### config.mk
export PLATFORM = sky130hd
export DESIGN_NAME = fetch_sequencer
export DESIGN_NICKNAME = d
export VERILOG_FILES = /design/src/rtl/fetch_sequencer.sv
export SDC_FILE = /design/constraint.sdc
export NUM_CORES = 1
export LEC_CHECK = 0
export ABC_CLOCK_PERIOD_IN_PS = 1830
export CORE_MARGIN = 10
export CORE_UTILIZATION = 41
export DETAILED_ROUTE_END_ITERATION = 10
export PLACE_DENSITY = 0.87
export SLEW_MARGIN = 20
export SYNTH_ARGS = -nofsm -noshare
export SYNTH_HDL_FRONTEND = slang
export SYNTH_SLANG_ARGS = --single-unit
### constraint.sdc
create_clock -name clk -period 1.83 [get_ports clk]
set_clock_uncertainty 0.05 [all_clocks]
set_input_delay 0.183 -clock clk [delete_from_list [all_inputs] [get_ports clk]]
set_output_delay 0.183 -clock clk [all_outputs]
set_load 0.005 [all_outputs]
### src/rtl/fetch_sequencer.sv
// Instruction fetch sequencer: drives the instruction-memory read handshake, owns the PC,
// loads the instruction register and holds the word valid until decode acknowledges it.
module fetch_sequencer #(
  parameter int                    DATA_WIDTH = 32,
  parameter int                    ADDR_WIDTH = 32,
  parameter logic [ADDR_WIDTH-1:0] RESET_PC   = '0,
  parameter int                    PC_STEP    = 4,
  parameter int                    TIMEOUT    = 255
) (
  input  logic                  clk,
  input  logic                  reset_n,
  input  logic                  enable,
  input  logic                  stall,
  input  logic                  redirect_valid,
  input  logic [ADDR_WIDTH-1:0] redirect_pc,
  output logic                  mem_req,
  output logic [ADDR_WIDTH-1:0] mem_addr,
  input  logic                  mem_ready,
  input  logic [DATA_WIDTH-1:0] mem_rdata,
  output logic                  ir_load,
  output logic [DATA_WIDTH-1:0] ir_data,
  output logic                  instr_valid,
  input  logic                  instr_ack,
  output logic [ADDR_WIDTH-1:0] instr_pc,
  output logic                  fault
);

  localparam int STEP_BITS = (PC_STEP > 1) ? $clog2(PC_STEP) : 0;
  localparam int CNT_W     = (TIMEOUT > 1) ? $clog2(TIMEOUT + 1) : 1;
  localparam logic [ADDR_WIDTH-1:0] ALIGN_MASK  = ~ADDR_WIDTH'((1 << STEP_BITS) - 1);
  localparam logic [ADDR_WIDTH-1:0] PC_INC      = ADDR_WIDTH'(PC_STEP);
  localparam logic [CNT_W-1:0]      TIMEOUT_CNT = CNT_W'(TIMEOUT);

  typedef enum logic [2:0] {
    IDLE,
    FETCH,
    LOAD,
    HOLD,
    FAULT
  } state_t;

  state_t                state;
  state_t                state_next;
  logic [ADDR_WIDTH-1:0] pc;
  logic [ADDR_WIDTH-1:0] instr_pc_q;
  logic [DATA_WIDTH-1:0] ir_data_q;
  logic [CNT_W-1:0]      wait_cnt;
  logic [CNT_W-1:0]      wait_cnt_inc;
  logic [ADDR_WIDTH-1:0] redirect_target;
  logic                  go_fetch;
  logic                  timeout_hit;

  assign redirect_target = redirect_pc & ALIGN_MASK;
  assign go_fetch        = enable && !stall;
  assign wait_cnt_inc    = wait_cnt + CNT_W'(1);
  assign timeout_hit     = (TIMEOUT != 0) && (wait_cnt_inc == TIMEOUT_CNT);

  always_ff @(posedge clk or negedge reset_n) begin
    if (!reset_n) begin
      state <= IDLE;
    end else begin
      state <= state_next;
    end
  end

  // Redirect outranks both mem_ready in FETCH and instr_ack in HOLD.
  always_comb begin
    state_next = state;
    case (state)
      IDLE: begin
        if (go_fetch) state_next = FETCH;
      end
      FETCH: begin
        if (redirect_valid)   state_next = FETCH;
        else if (mem_ready)   state_next = LOAD;
        else if (timeout_hit) state_next = FAULT;
      end
      LOAD: begin
        state_next = redirect_valid ? FETCH : HOLD;
      end
      HOLD: begin
        if (redirect_valid || instr_ack) state_next = go_fetch ? FETCH : IDLE;
      end
      FAULT: begin
        state_next = FAULT;
      end
      default: begin
        state_next = IDLE;
      end
    endcase
  end

  always_comb begin
    mem_req     = (state == FETCH);
    ir_load     = (state == LOAD);
    instr_valid = (state == HOLD);
    fault       = (state == FAULT);
    mem_addr    = pc;
    ir_data     = ir_data_q;
    instr_pc    = instr_pc_q;
  end

  // The wait counter is held at zero outside FETCH, so every entry into FETCH starts from zero.
  always_ff @(posedge clk or negedge reset_n) begin
    if (!reset_n) begin
      pc         <= RESET_PC;
      instr_pc_q <= RESET_PC;
      ir_data_q  <= '0;
      wait_cnt   <= '0;
    end else begin
      if (state != FAULT && redirect_valid) begin
        pc <= redirect_target;
      end else if (state == LOAD) begin
        pc <= pc + PC_INC;
      end

      if (state == FETCH && mem_ready && !redirect_valid) begin
        ir_data_q  <= mem_rdata;
        instr_pc_q <= pc;
      end

      if (state != FETCH || redirect_valid) begin
        wait_cnt <= '0;
      end else if (!mem_ready) begin
        wait_cnt <= wait_cnt_inc;
      end
    end
  end

endmodule

== Word level (Yosys, flattened, before mapping) ==
Index checks and enable logic that the tools add are counted.
Storage, ports and cells
  register bits: 107
  bits of input ports: 71
  output and inout bits: 100
  logic and storage cells: 41
Cells by class
  $add $sub $neg: 2
  equality and inequality tests: 11
  multiplexer cells: 12
  reduce and logical (&&, ||, !) cells: 11
Operators by type and width (count)
  32-bit two-way mux: 2
  32-bit by 3-bit adder with 32-bit output, second input constant: 1
  8-bit two-way mux: 2
  3-bit two-way mux: 5
  3-bit case mux with 5 select lines: 1
  8-bit by 1-bit adder with 8-bit output, second input constant: 1
  8-bit equality test, second input constant: 1
  3-bit by 2-bit equality test with 1-bit output, second input constant: 2
  1-bit logical AND: 4
  2-bit by 1-bit != test with 1-bit output, second input constant: 2
  4-bit by 2-bit != test with 1-bit output, second input constant: 1
  3-bit by 1-bit equality test with 1-bit output, second input constant: 1
  3-bit equality test, second input constant: 1
  3-bit zero test: 1
  3-bit by 1-bit != test with 1-bit output, second input constant: 1
  3-bit != test, second input constant: 1
  3-bit AND reduction: 1
  1-bit zero test: 2
  1-bit logical OR: 2
  2-bit two-way mux: 1
  2-bit != test, second input constant: 1
  2-bit nonzero test: 1
  1-bit two-way mux: 1

== Depth between registers and ports, before layout ==
  depth after elaboration: 6
  gate-level depth with buffers: 7
  mapped depth without buffers: 6

== Least setup slack after synthesis ==
No wires, ideal clock.
  kind: register to register
  start point: register state[1]
  end point: register instr_pc_q[10] (netlist: instr_pc[10])
  data arrival time: 1.696 ns
  setup slack: -0.043 ns
  stages on the path, launching flop included: 7
  path buffers: 2
  path through: dfrtp_1 > nand2b_1 > or3_1 > or2_1 > buf_4 > buf_6 > mux2_1
Between the ends
  cells in the longest elaborated chain, start to end: 3
RTL lines
  start: declaration: RTL line 42  | state_t state;
  start signal: assignment: RTL line 62  | state <= state_next;
  3-bit by 1-bit equality test with 1-bit output: RTL line 117  | if (state == FETCH && mem_ready && !redirect_valid) begin
  1-bit logical AND (2 in a row): RTL line 117
  end signal: assignment: RTL line 119  | instr_pc_q <= pc;
  end: declaration: RTL line 45  | logic [ADDR_WIDTH-1:0] instr_pc_q;
No other way between the ends.
A chain may end at the register's enable or synchronous reset.

== Worst setup path in the final report ==
  start point: register state[2]
  end point: register ir_data_q[12] (netlist: ir_data[12])
Between the ends
  cells in the longest elaborated chain, start to end: 3
RTL lines
  3-bit by 1-bit equality test with 1-bit output: RTL line 117
  1-bit logical AND (2 in a row): RTL line 117
  end signal: assignment: RTL line 118  | ir_data_q <= mem_rdata;
  end: declaration: RTL line 46  | logic [DATA_WIDTH-1:0] ir_data_q;
No other way between the ends.

==> results by group <==
Run status
  • Status: finished with violations
  • Failing checks: negative setup slack

Yosys
  • FF+latch count, synth: 103
  • Cells after synthesis: roughly 400
  • Seq/Total Area, Yosys: between 50% and 60%
  • Post-synth cell types: between 40 and 50
  • Warning count from the yosys run: 0
  • Syn_area_per_cell: 11.7 sq um
  • Post-synthesis cell area: between 4000 and 5000 sq um

Route
  • Via/cell ratio: approximately 5
  • DRC viols: 0
  • Drt first pass iters: 4
  • Total Wirelength: 14700 um
  • Antenna Nets Post-Route: 0
  • Detailed Route Iter0 Violations: 187
  • WL per Instance: around 19 um
  • Vias: 3904

Timing
  • Final setup violation count: 64
  • Min Tclk post-route: between 1.5 and 2 ns
  • Final period util: 107%
  • Final worst slack: -0.119 ns
  • Max-slew violation count: 0
  • Final Hold Fails: 0
  • RSZ-0062 raised after global routing: true
  • Highest Clock Rate: around 500 MHz

GRT
  • Global Route Usage Sum: ~17%
  • Antenna violations before repair: 0
  • Vias in the first global route: about 4100
  • Largest net degree at the start of global routing: between 50 and 60
  • Grt ovf: 0
  • First-pass GRT wire length: 22100 um

Clock network
  • CTS tree: built
  • H-tree levels: 3
  • Clock Sinks: about 100
  • CTS buffer count: 9
  • Worst-path clk slew: 0.07 ns
  • Max Root-Sink Buffers: 2
  • Clk root buf: clkbuf_16
  • Clock latency on the worst-skew pair: about 0.35 ns

Worst setup path
  • CP Data Required Time: approximately 2 ns
  • CP endpoint kind: flop
  • CP Class: reg2reg
  • CP max-delay cell: dfrtp_1
  • WP buf/inv: 2
  • Critical Path Max Stage Delay: about 0.4 ns
  • Critical-path cell list: buf_6, or3_4, or2_4, buf_12, mux2_1
  • Crit path max-delay family: simple AND/OR/NAND/NOR gates
  • Startpoint type of the worst setup path: flop
  • Worst-path maximum fanout: 13
  • Crit path DAT: roughly 2.1 ns

Cells and area
  • Share of cells above drive strength 1: a little under a quarter
  • Most frequent cells in the layout: clkdlybuf4s50_1, dfrtp_1, mux2_4, nand2_1, buf_4
  • N_diodes: 0
  • Synth-to-Final Area Change: 59.2%
  • Final net count: just under 700
  • Commonest non-fill, non-tap cell in the layout: clkdlybuf4s50_1

Placed design
  • Gp weighted congestion: around 0.83
  • Port-buffer cells: between 150 and 200
  • Post-place setup slack: -0.228 ns
  • Post-DP HPWL: slightly below 10000 um

Flow run
  • Max-Cap Viols: 0

Power
  • Final Power: approximately 9200 uW
  • Power per cell area: approximately 1200 nW/um^2
  • Peak VDD IR: 831 uV
  • Leakage Power: between 0.003 and 0.004 uW

Die
  • Initial core utilization: 41.6%
  • DIE AREA: ~16000 sq um
  • Die height: between 100 and 150 um
  • Chip width: 127 um
  • I/O Pins: roughly 170
  • Core box area: 11400 sq um
  • Placement Rows: 39

Min path
  • Hold/Removal Path Class: in2async
-- area by class of cell --
type / instances / area [sq um]
multi-input combinational: 278 / 2250
clock inverter: 3 / 18.8
inverter: 5 / 21.3
timing repair buffer: 214 / 2220
sequential: 103 / 2580
fill: 801 / 3850
tap: 143 / 179
clock buffer: 12 / 256
-- per-layer routing --
layer | vias to the layer above | GRT usage [%] | share of wire, %
met5 | - | 0 | 0
met4 | 0 | 4.09 | 1.3
met3 | 14 | 7.07 | 9.9
met2 | 154 | 29.1 | 49
met1 | 1943 | 19.2 | 39
li1 | 1793 | - | -
-- cells in the mapped netlist, drive strengths merged --
master	count	area [sq um]
a2bb2oi	1	8.76
nor3	7	40.0
inv	5	18.8
o2111ai	1	8.76
and3	2	12.5
a21oi	4	20.0
a221oi	1	8.76
and3b	2	18.8
mux2	63	709
or3b	1	11.3
nand3	16	80.1
nor2b	1	6.26
or3	1	6.26
and4	1	8.76
nand2b	4	25.0
o31ai	1	7.51
clkbuf	8	30.0
nand3b	2	15.0
xnor2	7	61.3
buf	14	126
or4	1	7.51
conb	1	3.75
or2	1	6.26
and2	2	12.5
o22ai	2	12.5
mux2i	1	10.0
a21o	1	7.51
ha	3	37.5
xor2	30	263
nand4	11	68.8
a21boi	2	15.0
dfrtp	103	2580
nand4bb	1	11.3
o21ai	32	164
nor4	3	48.8
nand2	49	184
nor2	19	71.3
-- logic make-up after synthesis --
group	share of synthesized area, %
other	0.0794
xor gates and xnor gates	6.86
buffers and inverters	3.71
DFF	54.6
adders and majority gates	0.795
AOI/OAI and AO/OA	5.35
and+or+nand+nor	13.4
muxes	15.2
-- state kept, by name (all words and copies together) (netlist names) --
signal and count:
ir_data 32, wait_cnt 8, state 3, instr_pc 30
mem_addr 30
-- worst paths after layout --
kind | slack, ns | from | cells after the start | to
max | -0.12 | state[2] | 5 | ir_data[12]
min | 0.17 | reset_n | 2 | wait_cnt[6]
max reg2reg | -0.12 | state[2] | 5 | ir_data[12]
min reg2reg | 0.43 | instr_pc[7] | 2 | instr_pc[7]
max in group asynchronous | 0.85 | reset_n | 3 | instr_pc[30]
min in group clk | 0.33 | redirect_pc[3] | 3 | mem_addr[3]
-- metrics by stage --
stage / cells / instance area, sq um / utilization, % / setup TNS [ns] / hold WS, ns
2_1_floorplan: 407 / 4750 / - / -0.275 / -0.163
3_3_place_gp: 725 / 6720 / 59.1 / -10.36 / -0.00814
3_5_place_dp: 725 / 6720 / 59.1 / -12.35 / -0.00257
4_1_cts: 750 / 7270 / 64.0 / -5.45 / 0.165
5_1_grt: 758 / 7520 / 66.2 / -6.79 / 0.176
6_report: 758 / 7520 / 66.2 / -4.67 / 0.171
-- power by group --
part / switching, uW / internal, uW / leakage, uW
Combinational: 1220 / 2660 / 0.00195
Sequential: 494 / 3050 / 0.00126
Clock: 825 / 988 / 0.000138
-- timing repair --
action,CTS,global route
pin swaps,6,8
setup endpoints to repair,77,78
hold endpoints to repair,67,0
setup buffers,5,5
hold buffers,1,0
cloned,4,5
gates resized for setup,35,58
Note: power is estimated with default switching activity, not from simulation.
